File: config.mk
export PLATFORM = sky130hd
export DESIGN_NAME = dwt53_lift_1d
export DESIGN_NICKNAME = d
export VERILOG_FILES = /design/src/rtl/dwt_pkg.sv /design/src/rtl/dwt53_lift_core.sv /design/src/rtl/dwt53_lift_1d.sv
export SDC_FILE = /design/constraint.sdc
export NUM_CORES = 1
export LEC_CHECK = 0
export CAP_MARGIN = 0
export CORE_ASPECT_RATIO = 0.6
export CORE_UTILIZATION = 60
export CTS_BUF_LIST = sky130_fd_sc_hd__clkbuf_4
export DETAILED_ROUTE_END_ITERATION = 10
export DONT_BUFFER_PORTS = 1
export HOLD_SLACK_MARGIN = 0.02
export PLACE_DENSITY_LB_ADDON = 0.05
export SYNTH_ARGS = -nofsm -noshare
export SYNTH_HDL_FRONTEND = slang
export SYNTH_SLANG_ARGS = --single-unit
File: constraint.sdc
create_clock -name clk -period 10 [get_ports clk]
set_clock_uncertainty 0.1 [all_clocks]
set_input_delay 1.5 -clock clk [delete_from_list [all_inputs] [get_ports clk]]
set_output_delay 1.5 -clock clk [all_outputs]
set_load 0.01 [all_outputs]
File: src/rtl/dwt_pkg.sv
// Purpose  : shared types and lifting arithmetic for the 5/3 forward wavelet stage.
// Latency  : n/a (package; pure functions only).
// Backpres.: n/a.
// Contents : coef_w() width helper, state_e {EVEN, ODD}, predict()/update() with
//            floor division implemented as arithmetic right shift.
package dwt_pkg;

    // Lifting math is evaluated at this width. Inputs are at most DATA_W+3 bits
    // signed, so any DATA_W up to 28 can never wrap here.
    localparam int LIFT_W = 32;

    typedef logic signed [LIFT_W-1:0] lift_t;

    typedef enum logic {
        EVEN = 1'b0,
        ODD  = 1'b1
    } state_e;

    // Minimum signed coefficient width that holds s[n] without overflow.
    function automatic int coef_w(input int data_w);
        return data_w + 2;
    endfunction

    // d[n] = x[2n+1] - floor((x[2n] + x[2n+2]) / 2)
    function automatic lift_t predict(input lift_t xe0, input lift_t xo, input lift_t xe1);
        return xo - ((xe0 + xe1) >>> 1);
    endfunction

    // s[n] = x[2n] + floor((d[n-1] + d[n] + 2) / 4)
    function automatic lift_t update(input lift_t xe, input lift_t dp, input lift_t dn);
        return xe + ((dp + dn + lift_t'(2)) >>> 2);
    endfunction

endpackage

File: src/rtl/dwt53_lift_core.sv
// Purpose  : combinational predict + update for one (s, d) coefficient pair.
// Latency  : 0 cycles (pure combinational).
// Backpres.: none; the caller decides when the result is captured.
// Ports    : x_even_prev_i/x_odd_i/x_even_next_i unsigned samples x[2n], x[2n+1], x[2n+2];
//            d_prev_i = d[n-1]; first_i selects the left-edge rule d[-1] = d[0];
//            d_o = d[n] (DATA_W+1 signed), s_o = s[n] (DATA_W+2 signed).
module dwt53_lift_core
    import dwt_pkg::*;
#(
    parameter int DATA_W = 8
) (
    input  logic        [DATA_W-1:0] x_even_prev_i,
    input  logic        [DATA_W-1:0] x_odd_i,
    input  logic        [DATA_W-1:0] x_even_next_i,
    input  logic signed [DATA_W:0]   d_prev_i,
    input  logic                     first_i,
    output logic signed [DATA_W:0]   d_o,
    output logic signed [DATA_W+1:0] s_o
);

    lift_t xe0_w, xo_w, xe1_w, dp_w, d_w, s_w;

    always_comb begin
        // Samples are unsigned: the size cast zero-extends them.
        xe0_w = lift_t'(x_even_prev_i);
        xo_w  = lift_t'(x_odd_i);
        xe1_w = lift_t'(x_even_next_i);
        d_w   = predict(xe0_w, xo_w, xe1_w);
        // First pair of a line mirrors d[0] in place of the missing d[-1].
        dp_w  = first_i ? d_w : lift_t'(d_prev_i);
        s_w   = update(xe0_w, dp_w, d_w);
        d_o   = (DATA_W+1)'(d_w);
        s_o   = (DATA_W+2)'(s_w);
    end

endmodule

File: src/rtl/dwt53_lift_1d.sv
// Purpose  : streaming 1-D LeGall 5/3 forward lifting, one (low, high) pair per even sample.
// Latency  : 1 cycle from the triggering input handshake to out_valid.
// Backpres.: single output register; in_ready = !out_valid || out_ready, outputs hold while stalled.
// Ports    : clk/rst (sync, active-high); in_valid/in_ready/in_data pixel stream;
//            out_valid/out_ready/out_low/out_high/out_last coefficient stream.
// Option   : DWT53_DEADZONE_EN adds DZ_THRESH and zero_cnt; |d| < DZ_THRESH is output as 0.
module dwt53_lift_1d
    import dwt_pkg::*;
#(
    parameter int DATA_W   = 8,
    parameter int COEF_W   = 10,
    parameter int LINE_LEN = 64
`ifdef DWT53_DEADZONE_EN
    ,
    parameter int DZ_THRESH = 4
`endif
) (
    input  logic                     clk,
    input  logic                     rst,
    input  logic                     in_valid,
    output logic                     in_ready,
    input  logic        [DATA_W-1:0] in_data,
    output logic                     out_valid,
    input  logic                     out_ready,
    output logic signed [COEF_W-1:0] out_low,
    output logic signed [COEF_W-1:0] out_high,
    output logic                     out_last
`ifdef DWT53_DEADZONE_EN
    ,
    output logic        [15:0]       zero_cnt
`endif
);

    localparam int                IDX_W    = $clog2(LINE_LEN);
    localparam logic [IDX_W-1:0] IDX_LAST = IDX_W'(LINE_LEN - 1);
    localparam logic [IDX_W-1:0] IDX_TWO  = IDX_W'(2);

    if (COEF_W < coef_w(DATA_W)) begin : g_chk_coef
        $error("dwt53_lift_1d: COEF_W must be >= DATA_W+2");
    end
    if ((LINE_LEN % 2) != 0 || LINE_LEN < 4) begin : g_chk_len
        $error("dwt53_lift_1d: LINE_LEN must be even and >= 4");
    end
    if (DATA_W > LIFT_W - 4) begin : g_chk_data
        $error("dwt53_lift_1d: DATA_W too wide for the lifting datapath");
    end

    // State and history
    state_e                    state_q, state_d;
    logic        [IDX_W-1:0]   idx_q, idx_d;
    logic        [DATA_W-1:0]  x_even_q, x_even_d;
    logic        [DATA_W-1:0]  x_odd_q, x_odd_d;
    logic signed [DATA_W:0]    d_prev_q, d_prev_d;
    // Output register
    logic                      out_valid_q, out_valid_d;
    logic signed [COEF_W-1:0]  out_low_q, out_low_d;
    logic signed [COEF_W-1:0]  out_high_q, out_high_d;
    logic                      out_last_q, out_last_d;

    logic                      accept, even_load, last_load, load, first;
    logic        [DATA_W-1:0]  core_xo, core_xn;
    logic signed [DATA_W:0]    core_d, high_sel;
    logic signed [DATA_W+1:0]  core_s;

    assign in_ready  = !out_valid_q || out_ready;
    assign accept    = in_valid && in_ready;
    assign first     = (idx_q == IDX_TWO);
    // x[0] emits nothing; every later even sample closes pair (idx/2 - 1).
    assign even_load = accept && (state_q == EVEN) && (idx_q != '0);
    // The last odd sample closes the final pair using the mirrored x[LINE_LEN-2].
    assign last_load = accept && (state_q == ODD) && (idx_q == IDX_LAST);
    assign load      = even_load || last_load;

    // On the final odd sample the odd value is still on in_data and the
    // right neighbour is the mirror x[LINE_LEN] = x[LINE_LEN-2].
    assign core_xo = (state_q == ODD) ? in_data  : x_odd_q;
    assign core_xn = (state_q == ODD) ? x_even_q : in_data;

    dwt53_lift_core #(
        .DATA_W (DATA_W)
    ) u_core (
        .x_even_prev_i (x_even_q),
        .x_odd_i       (core_xo),
        .x_even_next_i (core_xn),
        .d_prev_i      (d_prev_q),
        .first_i       (first),
        .d_o           (core_d),
        .s_o           (core_s)
    );

`ifdef DWT53_DEADZONE_EN
    logic        dz_hit;
    logic [15:0] zero_cnt_q, zero_cnt_d;

    assign dz_hit   = (core_d < DZ_THRESH) && (core_d > -DZ_THRESH);
    // Only the emitted high band is quantised; d_prev keeps the exact value.
    assign high_sel = dz_hit ? '0 : core_d;
    assign zero_cnt = zero_cnt_q;
`else
    assign high_sel = core_d;
`endif

    always_comb begin
        state_d     = state_q;
        idx_d       = idx_q;
        x_even_d    = x_even_q;
        x_odd_d     = x_odd_q;
        d_prev_d    = d_prev_q;
        out_valid_d = out_valid_q;
        out_low_d   = out_low_q;
        out_high_d  = out_high_q;
        out_last_d  = out_last_q;
`ifdef DWT53_DEADZONE_EN
        zero_cnt_d  = zero_cnt_q;
`endif

        if (accept) begin
            state_d = (state_q == EVEN) ? ODD : EVEN;
            idx_d   = (idx_q == IDX_LAST) ? '0 : idx_q + IDX_W'(1);
            if (state_q == EVEN) begin
                x_even_d = in_data;
                if (idx_q != '0) begin
                    d_prev_d = core_d;
                end
            end else begin
                x_odd_d = in_data;
            end
        end

        // A new load wins over a simultaneous output transfer.
        if (load) begin
            out_valid_d = 1'b1;
            out_low_d   = COEF_W'(core_s);
            out_high_d  = COEF_W'(high_sel);
            out_last_d  = last_load;
`ifdef DWT53_DEADZONE_EN
            if (even_load && first) begin
                zero_cnt_d = dz_hit ? 16'd1 : 16'd0;
            end else if (dz_hit && (zero_cnt_q != 16'hFFFF)) begin
                zero_cnt_d = zero_cnt_q + 16'd1;
            end
`endif
        end else if (out_ready) begin
            out_valid_d = 1'b0;
        end
    end

    always_ff @(posedge clk) begin
        if (rst) begin
            state_q     <= EVEN;
            idx_q       <= '0;
            x_even_q    <= '0;
            x_odd_q     <= '0;
            d_prev_q    <= '0;
            out_valid_q <= 1'b0;
            out_low_q   <= '0;
            out_high_q  <= '0;
            out_last_q  <= 1'b0;
`ifdef DWT53_DEADZONE_EN
            zero_cnt_q  <= '0;
`endif
        end else begin
            state_q     <= state_d;
            idx_q       <= idx_d;
            x_even_q    <= x_even_d;
            x_odd_q     <= x_odd_d;
            d_prev_q    <= d_prev_d;
            out_valid_q <= out_valid_d;
            out_low_q   <= out_low_d;
            out_high_q  <= out_high_d;
            out_last_q  <= out_last_d;
`ifdef DWT53_DEADZONE_EN
            zero_cnt_q  <= zero_cnt_d;
`endif
        end
    end

    assign out_valid = out_valid_q;
    assign out_low   = out_low_q;
    assign out_high  = out_high_q;
    assign out_last  = out_last_q;

endmodule

# == Word-level counts from Yosys, hierarchy flattened ==
# Index checks and enable logic that the tools add are counted.
# totals
register_bits,53
in_bits,12
elab_cells,36
# classes
n_addsub,6
n_eq_ne,2
n_mux,7
bitwise,1
n_reduce_logical,11
# ops
op,n
$mux 8,2
$add 12x12->12,1
$add 12x3->12 const B,1
$mux 12,1
$add 9x10->10,1
$add 8x8->9,1
$sub 8x8->9,1
$add 6x1->6 const B,1
$eq 6x2->1 const B,1
$eq 6x6->1 const B,1
$mux 6,1
$reduce_bool 6->1,1
$logic_and 1x1->1,5
$mux 1,3
$reduce_and 3->1,1
$logic_or 1x1->1,2
$reduce_bool 2->1,1
$logic_not 1->1,1
$not 1->1,1

# == Depth between registers and ports, before layout ==
# Gate-level depths: netlist (run 1).
# logic_depth
ltp_word,7
depth_mapped,30

# == By module ==
# A second synthesis (run 1) with hierarchy kept.
# hier_totals
cells_unflattened,432
hier_area_um2,3752.3
# by_module_without_submodules
module,n_inst,cells_per_inst,area_each_um2
dwt53_lift_1d,1,225,2169.6
dwt53_lift_core,1,207,1582.8

# == Worst setup path after synthesis (run 1) ==
# Ideal clock, no wire load.
# synth_path
path_kind,input port to flip-flop
start,input port in_data[1]
end,"register out_low_q[9], in the netlist out_low[9]"
setup_time_ns,0.062
arrival_ns,6.536
required_time_ns,9.838
path_slack_ns,3.303
stages,27
n_path_buf,0
path_cell_list,mux2i_1 -> inv_1 -> ha_1 -> o211a_1 -> o21a_1 -> o21a_1 -> or2_2 -> ha_1 -> a21o_1 -> a21oi_1 -> xnor2_1 -> mux2_2 -> ha_1 -> ha_1 -> a21o_1 -> a21oi_1 -> o21ai_1 -> nand2_1 -> nand2_1 -> xor2_1 -> ha_1 -> a21oi_1 -> o21ai_0 -> a31oi_1 -> a311oi_1 -> or3_1 -> nand3_1
# synth_via
elab_chain_cells,7
word_cells_on_any_way,8
# synth_rtl
element,line,text
"start, declared",dwt53_lift_1d.sv:22,"input logic [DATA_W-1:0] in_data,"
$mux 8 *,-,
via core_xn[1],dwt53_lift_1d.sv:61,"logic [DATA_W-1:0] core_xo, core_xn;"
$add 8x8->9 *,dwt_pkg.sv:26,return xo - ((xe0 + xe1) >>> 1);
$sub 8x8->9 *,dwt_pkg.sv:26,
via core_d[4],dwt53_lift_1d.sv:62,"logic signed [DATA_W:0] core_d, high_sel;"
$mux 12,dwt53_lift_core.sv:30,dp_w = first_i ? d_w : lift_t'(d_prev_i);
$add 12x12->12 *,dwt_pkg.sv:31,return xe + ((dp + dn + lift_t'(2)) >>> 2);
$add 12x3->12 *,dwt_pkg.sv:31,
$add 9x10->10 *,dwt_pkg.sv:31,
"end signal, assigned",dwt53_lift_1d.sv:169,out_low_q <= out_low_d;
"end, declared",dwt53_lift_1d.sv:56,"logic signed [COEF_W-1:0] out_low_q, out_low_d;"
# The timed path passes the listed nets; every way through them passes the cells marked *.
# A chain may end at the register's enable or synchronous reset.

# == Worst setup path in the final report (run 1) ==
# layout_path
start,register state_q
end,"register out_low_q[9], in the netlist out_low[9]"
# layout_via
elab_chain_cells,7
word_cells_on_any_way,14
# layout_rtl
element,line,text
"start, declared",dwt53_lift_1d.sv:49,"state_e state_q, state_d;"
"start signal, assigned",dwt53_lift_1d.sv:163,state_q <= state_d;
$mux 8 *,-,
via core_xn[1],dwt53_lift_1d.sv:61,
$add 8x8->9 *,dwt_pkg.sv:26,
$sub 8x8->9 *,dwt_pkg.sv:26,
via core_d[6],dwt53_lift_1d.sv:62,
$mux 12,dwt53_lift_core.sv:30,
$add 12x12->12 *,dwt_pkg.sv:31,
$add 12x3->12 *,dwt_pkg.sv:31,
$add 9x10->10 *,dwt_pkg.sv:31,
# Marked as above.

==> impl_metrics.ini, run 1 <==
[drt]
ant_nets = 0
dr.pass1.iters = 5
wire_per_inst_um = 16.3
vias_per_cell = 5.90
dr_total_vias = 3108
drc = 0
drtIter0Drc = 169
routed_wirelength_um = 8580

[logic_synthesis]
synth_nets = 511
post_synth_num_cell_types = 47
syn_area_sq_um = 3730
yosysWarningCount = 0
ys.flop_type = dfxtp_1
synth_edf_count = 0
synth.avg_cell_area_sq_um = 8.23
postSynthCellCount = 453
yosysSeqAreaShare = 0.285
ys_ff_latch = 53
synthArstFlopShare = 0

[global_routing]
overflow = 0
grt_start_max_net_pins = 55
grt_pass1_wl_um = 14500
antenna_found_initial = 0
grt_usage = 0.279
grt_pass1_vias = 2914

[placement]
port_buffers = 0
dp_hpwl_um = 6630
place.gp.congestion = 0.937
postPlaceCellArea_sq_um = 3770
dp_slack_ns = 2.59

[cts]
path_clk_slew_ns = 0.18
insertion_delay_ns = 0.39
post-cts-setup-buffers = 0
clock_path_buffers = 2
clock_sinks = 53
cts_made_buffers = 5
ctsResizeCount = 0
cts_tree = built
htreeDepth = 2
hold_buffers = 0
clock-root-buffer = clkbuf_4

[timing]
hold_viol = 0
finalSetupTns_ns = 0
tightest_slew_ns = 0.713
final.min_clock_period_ns = 7.06
setup_viol = 0
clock.fmax_mhz = 142
rsz0062_at_grt = false
drv_slew = 0
setup_slack_ns = 2.94
min_period_over_period = 0.706
relSlewSlack = 0.524

[floorplan]
row_count = 21
dieHeight_um = 63.1
core-area_sq_um = 5780
initial_core_util = 0.645
dieArea_sq_um = 6540
die_w_um = 104
io-pin-count = 35

[setup_path]
crit_buf_inv = 3
cpPeakStageDelay_ns = 0.68
crit_type = reg -> reg
cp-start-kind = flop
crit_family = compound AO/OA/AOI/OAI gates
crit_required_ns = 10.24
cp_slowest_cell = dfxtp_1
cp_common_cell = ha_1
cp-end-kind = flop
arrival_ns = 7.30
worstPathMaxFanout = 12

[job]
maxCapViolations = 0

[power]
p_leak_nw = 1.64
power.density_nw_per_um2 = 309
vdd_drop_max_uv = 230
total_power_mw = 1.18

[final_layout]
drive_gt1_frac = 0.0761
syn_to_final_growth_pct = 2.75
layout.nets = 504
final_cell_area_sq_um = 3830
diodes = 0

[status]
status = completed

[min_path]
worstHoldPathType = reg -> reg
-- synth_stat cells (4+ instances only) --
master / n / area [sq um]
o21ai_0: 18 / 90.1
nor2_1: 57 / 214
nor3_1: 21 / 105
o21a_1: 6 / 45.0
nand2_1: 53 / 199
dfxtp_1: 53 / 1060
nor2b_1: 6 / 37.5
a31oi_1: 5 / 31.3
nand3b_1: 8 / 60.1
clkbuf_1: 10 / 37.5
inv_1: 22 / 82.6
o21ai_1: 5 / 25.0
xor2_1: 9 / 78.8
mux2i_1: 6 / 60.1
xnor2_1: 16 / 140
ha_1: 42 / 526
mux2_2: 16 / 180
a211oi_1: 12 / 90.1
fa_1: 4 / 80.1
nand3_1: 4 / 20.0
a21o_1: 9 / 67.6
a21oi_1: 32 / 160
-- layout by cell type, fill, tap and decap left out, drive strengths merged, types with 4 or more instances in the layout --
master,n
a211oi,12
a21o,9
a21oi,33
a31oi,5
clkbuf,5
dfxtp,53
fa,4
ha,42
inv,23
mux2,16
mux2i,6
nand2,53
nand3,4
nand3b,8
nor2,57
nor2b,6
nor3,21
o21a,6
o21ai,23
xnor2,16
xor2,9
-- report_power, final --
part	total [mW]	internal [mW]	switching [mW]	leakage, nW
sequential	0.272	0.240	0.0312	0.434
clock	0.105	0.0280	0.0769	0.0316
combinational	0.806	0.323	0.483	1.17
total	1.18	0.591	0.591	1.64
-- flip-flops by register name, indices dropped and copies added, names as in the netlist, 6 cells and up --
name,flops
idx_q,6
d_prev_q,9
x_even_q,8
out_high,9
x_odd_q,8
out_low,10
-- final cells by class --
class	instances	area [sq um]
clock buffer	5	37.5
clock inverter	3	21.3
fill	505	1950
inverter	22	82.6
multi-input combinational	361	2510
sequential	53	1060
tap	80	100
timing repair buffer	3	22.5
-- logic make-up after synthesis --
group | synth area share
AND/OR/NAND/NOR | 0.212
AO/OA/AOI/OAI | 0.174
flip-flops | 0.285
adder cells (fa/ha/maj) | 0.162
buffers and inverters | 0.0433
XOR/XNOR | 0.0587
multiplexers | 0.0644
-- metal layers --
layer / GRT usage / part of all wire / vias up / routed length, um
met2: 0.414 / 0.40 / 89 / 3460
met5: 0 / 0 / - / 0
li1: - / - / 1576 / -
met1: 0.421 / 0.53 / 1437 / 4540
met3: 0.0528 / 0.061 / 6 / 523
met4: 0.0500 / 0.0064 / 0 / 55
-- path summary, 6_finish.rpt --
path / start / endpoint / slack [ns] / depth (start not counted)
worst max register to register: state_q$_SDFFE_PP0P_ / out_low[9]$_SDFFE_PP0P_ / 2.94 / 29
worst max-delay path: state_q$_SDFFE_PP0P_ / out_low[9]$_SDFFE_PP0P_ / 2.94 / 29
worst min-delay path: d_prev_q[6]$_SDFFE_PP0P_ / d_prev_q[6]$_SDFFE_PP0P_ / 0.36 / 2
worst min register to register: d_prev_q[6]$_SDFFE_PP0P_ / d_prev_q[6]$_SDFFE_PP0P_ / 0.36 / 2
-- worst min-delay path, cell delays in order (launching register included) --
cell	delay [ns]
dfxtp_1	0.34
nand2_1	0.05
a21oi_1	0.05
-- stage by stage --
stage / hold slack (ns) / cells / util
final: 0.361 / 527 / 0.663
after global routing: 0.385 / 527 / 0.663
after CTS: 0.363 / 527 / 0.663
after detailed placement: 0.343 / 519 / 0.653
after global placement: 0.333 / 519 / 0.653
after floorplan: 0.333 / 453 / -
No activity file was read; power rests on OpenSTA's default activity.
==> run 2: changes to the inputs <==
==> constraint.sdc (replaced) <==
create_clock -name clk -period 6.9 [get_ports clk]
set_clock_uncertainty 0.1 [all_clocks]
set_input_delay 1.035 -clock clk [delete_from_list [all_inputs] [get_ports clk]]
set_output_delay 1.035 -clock clk [all_outputs]
set_load 0.01 [all_outputs]
==> impl_metrics.ini, run 2 (synthesis gave the netlist of run 1 again) <==
[min_path]
worstHoldPathType = reg -> reg

[setup_path]
crit_family = compound AO/OA/AOI/OAI gates
cp-end-kind = flop
cp-start-kind = primary input
crit_required_ns = 7.15
arrival_ns = 6.70
worstPathMaxFanout = 5
cp_slowest_cell = or3_1
cp_common_cell = ha_1
crit_buf_inv = 1
crit_type = in -> reg
cpPeakStageDelay_ns = 0.38

[timing]
drv_slew = 0
rsz0062_at_grt = false
tightest_slew_ns = 0.651
min_period_over_period = 0.935
final.min_clock_period_ns = 6.45
relSlewSlack = 0.566
hold_viol = 0
hold_ws_ns = 0.372
setup_viol = 0
clock.fmax_mhz = 155
setup_slack_ns = 0.447
finalSetupTns_ns = 0

[cts]
ctsResizeCount = 0
cts_tree = built
insertion_delay_ns = 0.39
clock_path_buffers = 2
htreeDepth = 2
path_clk_slew_ns = 0.17
cts_made_buffers = 5
clock_sinks = 53
clock-root-buffer = clkbuf_4
hold_buffers = 0
post-cts-setup-buffers = 0

[drt]
drc = 0
routed_wirelength_um = 8620
ant_nets = 0
vias_per_cell = 5.92
wire_per_inst_um = 16.2
drtIter0Drc = 219
dr_total_vias = 3152
dr.pass1.iters = 5

[power]
power.density_nw_per_um2 = 463
p_leak_nw = 1.66
total_power_mw = 1.80
vdd_drop_max_uv = 454

[final_layout]
layout_common_cells = nor2_1 (57), nand2_1 (53), dfxtp_1 (53)
drive_gt1_frac = 0.0885
final_cell_area_sq_um = 3880
final_util = 0.671
syn_to_final_growth_pct = 3.99
layout.nets = 509
instances_no_fill = 532
largest_register_ffs = 10
diodes = 0
fill_cells = 509
final_common_cell = nor2_1

[placement]
place.gp.congestion = 0.953
postPlaceCellArea_sq_um = 3810
dp_slack_ns = 0.0677
dp_hpwl_um = 6710
dp_cells = 524
port_buffers = 0

[status]
status = completed

[global_routing]
grt_usage = 0.273
antenna_found_initial = 0
grt_pass1_wl_um = 14200
grt_use_met1 = 0.409
busiest_layer = met1
grt_pass1_vias = 2857
use_met2 = 0.401
grt_start_max_net_pins = 55
overflow = 0
global_route.usage.met3 = 0.0631

[floorplan]
row_count = 21
core-area_sq_um = 5780
dieHeight_um = 63.1
dieArea_sq_um = 6540
io-pin-count = 35
initial_core_util = 0.645
die_w_um = 104

[job]
maxCapViolations = 0
-- run 2: layout make-up --
cell class	count	area, sq um	share of cell area
inverter	22	82.6	0.0213
clock inverter	3	26.3	0.00678
timing repair buffer	8	60.1	0.0155
multi-input combinational	361	2510	0.647
sequential	53	1060	0.274
clock buffer	5	37.5	0.00968
tap	80	100	0.0258
-- run 2: metal layers --
| layer | up-vias | wire [um] |
|---|---|---|
| li1 | 1584 | - |
| met1 | 1472 | 4540 |
| met2 | 92 | 3460 |
| met3 | 4 | 581 |
| met4 | 0 | 40 |
| met5 | - | 0 |
-- run 2: final timing paths --
| kind | startpoint | to | slack (ns) | cells past startpoint |
|---|---|---|---|---|
| worst max-delay path | in_data[1] | out_low[9]$_SDFFE_PP0P_ | 0.45 | 27 |
| worst min-delay path | d_prev_q[6]$_SDFFE_PP0P_ | d_prev_q[6]$_SDFFE_PP0P_ | 0.37 | 2 |
| worst max register to register | state_q$_SDFFE_PP0P_ | out_low[9]$_SDFFE_PP0P_ | 0.45 | 27 |
| worst min register to register | d_prev_q[6]$_SDFFE_PP0P_ | d_prev_q[6]$_SDFFE_PP0P_ | 0.37 | 2 |
-- run 2: where the power goes --
part           leakage [nW]  total (mW)  switching, mW  internal, mW
logic                  1.20        1.25          0.746         0.503
registers             0.434       0.392         0.0434         0.348
clock network        0.0293       0.155          0.113        0.0423
total                  1.66        1.80          0.902         0.894
-- run 2: tightest hold or removal path, cell delays in order, from the launching register on --
cell     delay (ns)
dfxtp_1        0.35
nand2_1        0.05
a21oi_1        0.05
==> run 3: changes to the inputs <==
--- a/config.mk
+++ b/config.mk
@@ -7,12 +7,13 @@
 export LEC_CHECK = 0
 export CAP_MARGIN = 0
 export CORE_ASPECT_RATIO = 0.6
-export CORE_UTILIZATION = 60
+export CORE_UTILIZATION = 45
 export CTS_BUF_LIST = sky130_fd_sc_hd__clkbuf_4
 export DETAILED_ROUTE_END_ITERATION = 10
 export DONT_BUFFER_PORTS = 1
 export HOLD_SLACK_MARGIN = 0.02
 export PLACE_DENSITY_LB_ADDON = 0.05
+export RECOVER_POWER = 25
 export SYNTH_ARGS = -nofsm -noshare
 export SYNTH_HDL_FRONTEND = slang
 export SYNTH_SLANG_ARGS = --single-unit
==> impl_metrics.ini, run 3 (synthesis gave the netlist of run 1 again) <==
[status]
status = completed

[cts]
cts_made_buffers = 5
clock-root-buffer = clkbuf_4
hold_buffers = 0
path_clk_slew_ns = 0.17
clock_path_buffers = 2
insertion_delay_ns = 0.40
post-cts-setup-buffers = 0
htreeDepth = 2
cts_tree = built
ctsResizeCount = 0
clock_sinks = 53

[setup_path]
cp_common_cell = ha_1
cp-end-kind = flop
cp_slowest_cell = or3_1
arrival_ns = 6.49
worstPathMaxFanout = 5
crit_type = in -> reg
crit_family = compound AO/OA/AOI/OAI gates
r2r_slack_ns = 0.74
cpPeakStageDelay_ns = 0.37
crit_buf_inv = 1
crit_required_ns = 7.16
cp-start-kind = primary input

[drt]
wire_per_inst_um = 15.7
dr_total_vias = 3053
routed_wirelength_um = 8850
ant_nets = 0
drtIter0Drc = 187
vias_per_cell = 5.42
drc = 0
dr.pass1.iters = 4

[placement]
dp_slack_ns = 0.307
dp_hpwl_um = 6870
postPlaceCellArea_sq_um = 3870
place.gp.congestion = 0.943
dp_cells = 555
port_buffers = 0

[final_layout]
largest_register_ffs = 10
diodes = 0
fill_cells = 792
seqCellArea_sq_um = 1060
final_common_cell = nor2_1
final_cell_area_sq_um = 3920
drive_gt1_frac = 0.0901
multi_input_area_sq_um = 2510
layout.nets = 512
instances_no_fill = 563
syn_to_final_growth_pct = 5.20
layout_common_cells = nor2_1 (57), nand2_1 (53), dfxtp_1 (53)

[timing]
hold_viol = 0
rsz0062_at_grt = false
drv_slew = 0
final.min_clock_period_ns = 6.23
setup_slack_ns = 0.673
tightest_slew_ns = 1.11
clock.fmax_mhz = 161
finalSetupTns_ns = 0
setup_viol = 0
relSlewSlack = 0.257
hold_ws_ns = 0.368
min_period_over_period = 0.902

[floorplan]
die_w_um = 120
dieHeight_um = 72.5
core-area_sq_um = 7950
initial_core_util = 0.469
dieArea_sq_um = 8670
io-pin-count = 35
row_count = 25

[power]
p_leak_nw = 1.67
vdd_drop_max_uv = 343
power.density_nw_per_um2 = 453

[global_routing]
grt_usage = 0.218
grt_pass1_vias = 2746
antenna_found_initial = 0
grt_start_max_net_pins = 55
grt_pass1_wl_um = 14600
overflow = 0

[job]
maxCapViolations = 0

[min_path]
worstHoldPathType = reg -> reg
run 3: report_power, final:
group,internal [mW],switching (mW),total [mW]
combinational,0.514,0.721,1.23
clock,0.0406,0.113,0.154
sequential,0.348,0.0420,0.391
run 3: worst reg2reg max path, delay by kind of cell, from the launching register on:
| kind | cells | cell delay (ns) |
|---|---|---|
| muxes | 1 | 0.37 |
| buffers and inverters | 2 | 0.42 |
| AOI/OAI and AO/OA | 9 | 1.62 |
| xor gates and xnor gates | 2 | 0.29 |
| DFF | 1 | 0.45 |
| adders and majority gates | 5 | 1.64 |
| and+or+nand+nor | 8 | 1.26 |
run 3: per-layer routing:
| layer | track usage | part of all wire |
|---|---|---|
| met4 | 0.0500 | 0.0064 |
| met1 | 0.340 | 0.55 |
| met3 | 0.0535 | 0.065 |
| met5 | 0 | 0 |
| met2 | 0.290 | 0.38 |
run 3: path summary, 6_finish.rpt:
| check | depth (start not counted) | from | to |
|---|---|---|---|
| min | 2 | d_prev_q[4]$_SDFFE_PP0P_ | d_prev_q[4]$_SDFFE_PP0P_ |
| max | 27 | in_data[1] | out_low[9]$_SDFFE_PP0P_ |
| min reg2reg | 2 | d_prev_q[4]$_SDFFE_PP0P_ | d_prev_q[4]$_SDFFE_PP0P_ |
| max reg2reg | 27 | state_q$_SDFFE_PP0P_ | out_low[9]$_SDFFE_PP0P_ |
run 3: layout make-up:
cell class	instances	share of cell area
Clock inverter	3	0.00542
Clock buffer	5	0.00957
Sequential cell	53	0.270
Multi-Input combinational cell	361	0.639
Timing Repair Buffer	11	0.0201
Inverter	22	0.0211
Tap cell	108	0.0344
run 3: stage by stage:
stage / utilization / power (mW)
after floorplan: - / 1.27
after global placement: 0.487 / 1.62
after detailed placement: 0.487 / 1.61
after CTS: 0.494 / 1.77
after global routing: 0.494 / 1.95
final: 0.494 / 1.78
